==> src/rtl/adc_frame_reader.sv <==
// adc_frame_reader: captures framed MSB-first serial ADC words, tags each with its
// channel index and queues them in a small first-word-fall-through FIFO.
module adc_frame_reader #(
    parameter int unsigned DATA_WIDTH = 12,
    parameter int unsigned NUM_CH     = 4,
    parameter int unsigned FIFO_DEPTH = 4,
    localparam int unsigned CH_W      = (NUM_CH > 1) ? $clog2(NUM_CH) : 1
) (
    input  logic                  clk,
    input  logic                  rst,
    input  logic                  sdata,
    input  logic                  start,
    output logic [DATA_WIDTH-1:0] out_data,
    output logic [CH_W-1:0]       out_ch,
    output logic                  out_valid,
    input  logic                  out_ready,
    output logic                  busy,
    output logic                  overflow,
    input  logic                  clr_ovf
);

    localparam int unsigned BC_W  = $clog2(DATA_WIDTH);
    localparam int unsigned PTR_W = $clog2(FIFO_DEPTH);
    localparam int unsigned CNT_W = PTR_W + 1;

    localparam logic [BC_W-1:0]  LastBit = BC_W'(DATA_WIDTH - 1);
    localparam logic [CH_W-1:0]  LastCh  = CH_W'(NUM_CH - 1);
    localparam logic [CNT_W-1:0] FullCnt = CNT_W'(FIFO_DEPTH);

    typedef enum logic [0:0] {StIdle, StShift} state_e;

    state_e                r_state;
    logic [BC_W-1:0]       r_bit_cnt;
    logic [CH_W-1:0]       r_ch_cnt;
    // Only DATA_WIDTH-1 bits are stored; the final bit comes straight from sdata.
    logic [DATA_WIDTH-2:0] r_shreg;
    logic                  r_overflow;

    logic [DATA_WIDTH-1:0] r_mem_data [FIFO_DEPTH];
    logic [CH_W-1:0]       r_mem_ch   [FIFO_DEPTH];
    logic [PTR_W-1:0]      r_wr_ptr;
    logic [PTR_W-1:0]      r_rd_ptr;
    logic [CNT_W-1:0]      r_count;

    logic [DATA_WIDTH-1:0] w_word;
    logic                  w_word_done;
    logic                  w_empty;
    logic                  w_full;
    logic                  w_pop;
    logic                  w_wr_en;
    logic                  w_drop;

    assign w_word      = {r_shreg, sdata};
    assign w_word_done = (r_state == StShift) && (r_bit_cnt == LastBit);
    assign w_empty     = (r_count == '0);
    assign w_full      = (r_count == FullCnt);
    assign w_pop       = !w_empty && out_ready;
    // A full FIFO still accepts a word when the head leaves in the same cycle.
    assign w_wr_en     = w_word_done && (!w_full || w_pop);
    assign w_drop      = w_word_done && w_full && !w_pop;

    // Capture FSM: shift in serial bits, count bits within a word and words within a frame.
    always_ff @(posedge clk or posedge rst) begin
        if (rst) begin
            r_state   <= StIdle;
            r_bit_cnt <= '0;
            r_ch_cnt  <= '0;
            r_shreg   <= '0;
        end else begin
            case (r_state)
                StIdle: begin
                    if (start) begin
                        r_shreg   <= w_word[DATA_WIDTH-2:0];
                        r_bit_cnt <= BC_W'(1);
                        r_ch_cnt  <= '0;
                        r_state   <= StShift;
                    end
                end
                StShift: begin
                    r_shreg <= w_word[DATA_WIDTH-2:0];
                    if (r_bit_cnt == LastBit) begin
                        r_bit_cnt <= '0;
                        if (r_ch_cnt == LastCh) begin
                            r_ch_cnt <= '0;
                            r_state  <= StIdle;
                        end else begin
                            r_ch_cnt <= r_ch_cnt + CH_W'(1);
                        end
                    end else begin
                        r_bit_cnt <= r_bit_cnt + BC_W'(1);
                    end
                end
                default: r_state <= StIdle;
            endcase
        end
    end

    // FIFO storage; entries are reset so the head never reads X.
    always_ff @(posedge clk or posedge rst) begin
        if (rst) begin
            for (int unsigned i = 0; i < FIFO_DEPTH; i++) begin
                r_mem_data[i] <= '0;
                r_mem_ch[i]   <= '0;
            end
        end else if (w_wr_en) begin
            r_mem_data[r_wr_ptr] <= w_word;
            r_mem_ch[r_wr_ptr]   <= r_ch_cnt;
        end
    end

    // FIFO pointers and occupancy; pointers wrap naturally at the power-of-two depth.
    always_ff @(posedge clk or posedge rst) begin
        if (rst) begin
            r_wr_ptr <= '0;
            r_rd_ptr <= '0;
            r_count  <= '0;
        end else begin
            if (w_wr_en) begin
                r_wr_ptr <= r_wr_ptr + PTR_W'(1);
            end
            if (w_pop) begin
                r_rd_ptr <= r_rd_ptr + PTR_W'(1);
            end
            if (w_wr_en && !w_pop) begin
                r_count <= r_count + CNT_W'(1);
            end else if (!w_wr_en && w_pop) begin
                r_count <= r_count - CNT_W'(1);
            end
        end
    end

    // Sticky overflow; a drop in the same cycle as a clear keeps the flag set.
    always_ff @(posedge clk or posedge rst) begin
        if (rst) begin
            r_overflow <= 1'b0;
        end else if (w_drop) begin
            r_overflow <= 1'b1;
        end else if (clr_ovf) begin
            r_overflow <= 1'b0;
        end
    end

    assign out_data  = r_mem_data[r_rd_ptr];
    assign out_ch    = r_mem_ch[r_rd_ptr];
    assign out_valid = !w_empty;
    assign busy      = (r_state == StShift);
    assign overflow  = r_overflow;

endmodule
==> config.mk <==
export PLATFORM = sky130hd
export DESIGN_NAME = adc_frame_reader
export DESIGN_NICKNAME = d
export VERILOG_FILES = /design/src/rtl/adc_frame_reader.sv
export SDC_FILE = /design/constraint.sdc
export NUM_CORES = 1
export LEC_CHECK = 0
export ABC_CLOCK_PERIOD_IN_PS = 3400
export CAP_MARGIN = 0
export CELL_PAD_IN_SITES_DETAIL_PLACEMENT = 1
export CELL_PAD_IN_SITES_GLOBAL_PLACEMENT = 2
export CORE_ASPECT_RATIO = 0.6
export CORE_MARGIN = 10
export CORE_UTILIZATION = 44
export DETAILED_ROUTE_END_ITERATION = 6
export PLACE_DENSITY = 0.88
export SLEW_MARGIN = 20
export SYNTH_ARGS = -nofsm -noshare
export SYNTH_HDL_FRONTEND = slang
export SYNTH_SLANG_ARGS = --single-unit
==> constraint.sdc <==
create_clock -name clk -period 3.4 [get_ports clk]
set_clock_uncertainty 0.2 [all_clocks]
set_input_delay 0.68 -clock clk [delete_from_list [all_inputs] [get_ports clk]]
set_output_delay 0.68 -clock clk [all_outputs]
set_load 0.005 [all_outputs]
---- Word-level counts from Yosys, hierarchy flattened ----
Cells that the tools add are included.
cells by class
  add/sub/neg operators ................... 6
  multiply operators ...................... 0
  divide/modulo/power cells ............... 0
  $lt $le $gt $ge ......................... 3
  equal/unequal tests ..................... 5
  shifts and indexed selects .............. 0
  muxes and demuxes ....................... 29
  bitwise logic cells ..................... 3
  reductions and logical operators ........ 17
operator list
  kind                                                      count
  bitwise mux 48 bit                                        1
  two-way mux 12 bit                                        3
  binary-select mux 12 bit (select 2 bit)                   1
  demux 12 bit (select 2 bit)                               1
  one-hot mux 11 bit (2 select lines)                       1
  two-way mux 2 bit                                         6
  two-way mux 11 bit                                        1
  bitwise mux 8 bit                                         1
  logical AND 1 bit                                         8
  two-way mux 4 bit                                         2
  one-hot mux 4 bit (2 select lines)                        1
  adder 2 x 1 -> 2 bit, second input constant               3
  greater-or-equal comparator 3 bit, second input constant  2
  two-way mux 3 bit                                         2
  inverter 2 -> 3 bit                                       2
  two-way mux 1 bit                                         5
  adder 4 x 1 -> 4 bit, second input constant               1
  binary-select mux 2 bit (select 2 bit)                    1
  demux 2 bit (select 2 bit)                                1
  == test 4 bit, second input constant                      1
  logical NOT 1 bit                                         4
  one-hot mux 2 bit (2 select lines)                        1
  nonzero test 2 bit                                        2
  adder 3 x 1 -> 3 bit, second input constant               1
  other kinds (11)                                          11
word-level totals
  bits in registers ....................... 82
  latch bits .............................. 0
  memory bits (writable) .................. 0
  bits in read-only memories .............. 0
  input bits .............................. 6
  output and inout port bits .............. 17
  word-level logic and storage cells ...... 79
  memories kept ........................... 0

---- Longest topological paths before layout ----
Gate-level depths: netlist of run 1.
  depth after elaboration ................. 9
  depth in mapped cells ................... 9
  depth with buffers taken out ............ 9

---- Worst setup path after synthesis of run 1 ----
Ideal clock, no wire load.
  path kind ............................... input to register
  start ................................... in out_ready
  end ..................................... reg r_count[2]
  library setup time ...................... 0.079 ns
  data arrival time ....................... 2.257 ns
  required time ........................... 3.121 ns
  setup slack ............................. 0.863 ns
  cell stages on the path ................. 8
  cells stage by stage .................... nor4b_4 -> nor3_4 -> ha_1 -> inv_1 -> fa_1 -> xor2_1 -> nor2_1 -> xor2_1
between the ends
  longest elaborated chain between the ends .. 6
  elaborated cells on any way between the ends .. 9
RTL lines
  item                          RTL line  source
  start, declared               16        input logic out_ready,
  logical AND 1 bit (*)         57        assign w_pop = !w_empty && out_ready;
  logical OR 1 bit (*)          59        assign w_wr_en = w_word_done && (!w_full || w_pop);
  logical AND 1 bit (*)         59
  via w_wr_en                   50        logic w_wr_en;
  logical NOT 1 bit             126       end else if (!w_wr_en && w_pop) begin
  logical AND 1 bit             126
  nonzero test 2 bit (no line)  --
  end signal, assigned          125       r_count <= r_count + CNT_W'(1);
  end signal, assigned          127       r_count <= r_count - CNT_W'(1);
  end, declared                 43        logic [CNT_W-1:0] r_count;
The timed path passes the listed nets; every way through them passes the cells marked *.
A chain may end at the register's enable or synchronous reset.

---- Worst setup path after layout of run 1 ----
  start ................................... reg r_rd_ptr[0]
  end ..................................... out out_data[9]
between the ends
  longest elaborated chain between the ends .. 4
RTL lines
  item                                                   RTL line  source
  start, declared                                        42        logic [PTR_W-1:0] r_rd_ptr;
  start signal, assigned                                 122       r_rd_ptr <= r_rd_ptr + PTR_W'(1);
  inverter 2 -> 3 bit (implied by the code)              143       assign out_data = r_mem_data[r_rd_ptr];
  binary-select mux 12 bit (select 2 bit)                143
  two-way mux 12 bit (implied by the code) (2 in a row)  143
  end, declared                                          13        output logic [DATA_WIDTH-1:0] out_data,
Every way passes these cells. The select of a mux whose other input is x is not followed.

==> results of run 1 <==
## stage by stage
step | util (%) | setup WS, ns
final | 52.5 | 0.360
after floorplan | - | 0.412
after global routing | 52.5 | 0.219
after global placement | 49.1 | 0.195
after CTS | 52.5 | 0.308
after detailed placement | 49.1 | 0.0726
## worst min path at each step
stage                           start  cells after the start     endpoint  slack (ns)
after floorplan            r_count[2]                      1   r_count[2]        0.26
after global placement     r_count[2]                      1   r_count[2]        0.29
after detailed placement  r_mem_ch[2]                      1  r_mem_ch[2]        0.29
after CTS                 r_mem_ch[2]                      1  r_mem_ch[2]        0.30
after global routing       r_count[2]                      1   r_count[2]        0.32
final                     r_mem_ch[2]                      1  r_mem_ch[2]        0.30
## area by class of cell
type	instances	area, um^2
sequential	82	2050
tap	112	140
fill	799	4040
timing repair buffer	28	278
clock inverter	6	58.8
clock buffer	9	225
multi-input combinational	135	1680
inverter	5	20.0
## critical path, cell delays in order, from the launching register on
cell and delay [ns]:
dfrtp_1 0.55, buf_4 0.27, mux4_2 0.53, clkdlybuf4s50_1 0.47
## registers in the layout, indices dropped and copies added, names as in the netlist, 2 cells and up
register	flops
r_count	3
r_wr_ptr	2
r_shreg	11
r_mem_ch	8
r_mem_data	48
r_bit_cnt	4
r_ch_cnt	2
r_rd_ptr	2
## cell usage in the layout (no fill, tap or decap), drive strengths merged, types with 3 or more instances in the layout
master,n
dfrtp,82
mux2,69
clkdlybuf4s50,22
mux4,14
clkbuf,9
nand2,9
ha,7
clkinv,6
buf,6
o21ai,5
inv,4
xnor2,4
nand2b,4
nor2,3
nand3,3
## metal layers
metal / track usage (%) / up-vias / wire (um)
li1: - / 899 / -
met1: 16.7 / 1055 / 3870
met2: 18.0 / 27 / 3420
met3: 5.82 / 6 / 384
met4: 2.05 / 0 / 35
met5: 0 / - / 0
## power groups by stage
stage	logic (W)	clock network (W)	registers, W
4_1_cts	0.00139	0.000964	0.00163
6_report	0.00136	0.000941	0.00163
3_3_place_gp	0.00133	0	0.00161
2_1_floorplan	0.000984	0	0.00153
5_1_grt	0.00148	0.00101	0.00168
3_5_place_dp	0.00138	0	0.00164
## cells by family after synthesis
| logic type | count (synthesis) |
|---|---|
| AO/OA/AOI/OAI | 10 |
| XOR/XNOR | 6 |
| adder cells (fa/ha/maj) | 8 |
| buffers and inverters | 14 |
| flip-flops | 82 |
| multiplexers | 85 |
| AND/OR/NAND/NOR | 26 |
==> run summary, run 1 <==
The H-tree was split into 3 levels. The total CTS buffers came out at 9. The minimum clock period came out at 3.04 ns. After synthesis, the share of cell area in mux cells is 33.1%. The number of placement rows came out at 26. The average detailed-routed wire length per instance came out at 20.4 um. The critical path starts at r_rd_ptr[0]. Per report_power, the combinational group accounts for 34.7% of the total. The post-synth net total came out at 245. The clock insertion delay at the later pin of the skew report is 0.34 ns. In this run, synthesis inferred 0 flip-flops with an integrated enable.

The detailed router finished its first iteration with 85 violations. The count of unresolved DRC violations after routing is 0. The remaining antenna violation count after routing is 0. The number of global-route vias before repair is 2,233. In this run the static leakage power is 2.17 nW. Setup violations remaining at the end of the flow were counted as 0. The worst setup path is of the flop to output port kind. The share of the synthesized area in the top cell type came out at 53.8%. The power per cell area came out at 882 mW/mm^2. For this run, the leading register cell type out of synthesis is dfrtp_1.

After synthesis the netlist holds a flip-flop and latch count of 82. The switching fraction of total power is 29.0%. The number of warnings issued by yosys came out at 0. The final non-filler cell area came out at 0.00445 mm^2. The clock transition at the registers of the reported paths came out at 0.06 ns. The complex-gate fraction of the synthesized area is 1.67%. The cts-stage hold buffer count is 0. The synthesized-area fraction occupied by and/or/nand/nor cells is 5.08%.

The cell count after placement is 362. Ranked by total cell area, the synthesized netlist is headed by dfrtp_1 (54%), mux2_4 (16%), mux2_2 (8.6%). The highest clock frequency the design can meet is 329 MHz.

The maximum clock insertion buffer count came out at 2. The synthesis-to-layout area growth is 16.7%. The synthesized netlist devotes 2.82% of its cell area to adder and majority cells. The final hold violation count was 0. Sorting the synthesized cells by how often they occur yields dfrtp_1 (82), mux2_4 (40), mux2_2 (29), mux4_2 (14), ha_1 (7).

The final estimated routing congestion in global placement is 0.714. The pin slew with the least headroom to its limit came out at 0.600 ns. The xor and xnor fraction of the mapped netlist area is 1.38%.

The starting density of the core came out at 45.0%. The largest total area in the synthesized netlist belongs to dfrtp_1. The area of the mapped netlist came out at 0.00382 mm^2.

For flop-to-flop paths, the worst setup slack is 0.67 ns. The floorplan die area is 0.0129 mm^2. The data arrival time at the worst-slack endpoint is 2.16 ns. The length of the first detailed-routing pass in iterations is 3. Cell internal power was estimated by the tool at 0.00279 W. The sort of element at the start of the critical path is a flop. The cell area reported after detailed placement is 0.00417 mm^2.

The vias per cell is 5.27. The tightest min-delay check is of the flop to flop type. The number of max-cap violations is 0. The clock network fraction of total power is 23.9%. The total wire length came out at 7700 um. The floorplan step set the die height to 92.2 um. Sequential cells account for 41.4% of the total power. The share of async-settable or async-resettable flops after synthesis came out at 100%. Setup repair after global routing left no endpoint under its margin. The clock net in this run drives a total of 82 sinks. The reg-to-reg startpoint is r_bit_cnt[0]. Averaged over all synthesized cells, the footprint is 16.5 um^2. The worst setup path is captured at an output port. The first global-routing pass estimated 12,600 um of wire.

The global routing usage summed across all routing layers came out at 12.4%. Measured along the x axis, the die boundary spans 140 um. The number of standard cells in the layout, taps in and fillers out is 377. The initial antenna violation count was 0. The number of nets in the finished design is 275. The unique cell type count in the Yosys netlist came out at 32. Summed over all nets, the switching power comes to 0.00114 W.

Adding up every negative setup slack in the final design gives 0 ns. The part of the Yosys area used for sequential elements came out at 53.8%. The vias after detailed routing came out at 1,987. The total grt overflow came out at 0.

The largest vdd supply drop came out at 0.329 mV. The number of setup buffers added after CTS came out at 0. The post-route netlist has 42.3% of its cells at a drive strength greater than 1. In this run the worst path has a maximum fanout of 7. Entering global routing, the biggest net connects 55 pins. The final number of max-transition violations is 0. The core box area is 0.00849 mm^2.

The boundary pin count came out at 23. The HPWL after detailed placement came out at 5120 um. The worst max-slew margin expressed relative to the limit came out at 59.9%. The smallest hold slack came out at 0.298 ns. The library cell used as clock root buffer is clkbuf_16. STA puts the critical path data required time at 2.52 ns. The count of buffers added on input and output ports is 22. The most critical setup path has its endpoint at out_data[9]. Of the available clock period, the critical path in the final layout requires 89.4%. In this run the critical register-to-register path is captured at r_count[2].

The dominant cell by count in the synthesized netlist is dfrtp_1. The flow ran to the end, and the final reports show no timing, DRC or antenna violations. The worst-case reg-to-reg path depth came out at 9. The overall power of the completed layout is 0.00393 W. After technology mapping, the gate count stands at 231. The CTS tree is done. The antenna diode count is 0. The number of gates given a new drive strength after cts is 0. By area, the combinational part of the netlist is dominated by multiplexers.
Note: power is estimated with default switching activity, not from simulation.
==> run 2, diff against run 1 <==
CAP_MARGIN = default   (was 0)
==> results of run 2 <==
Final layout, timing and power as in run 1 (identical DEF).
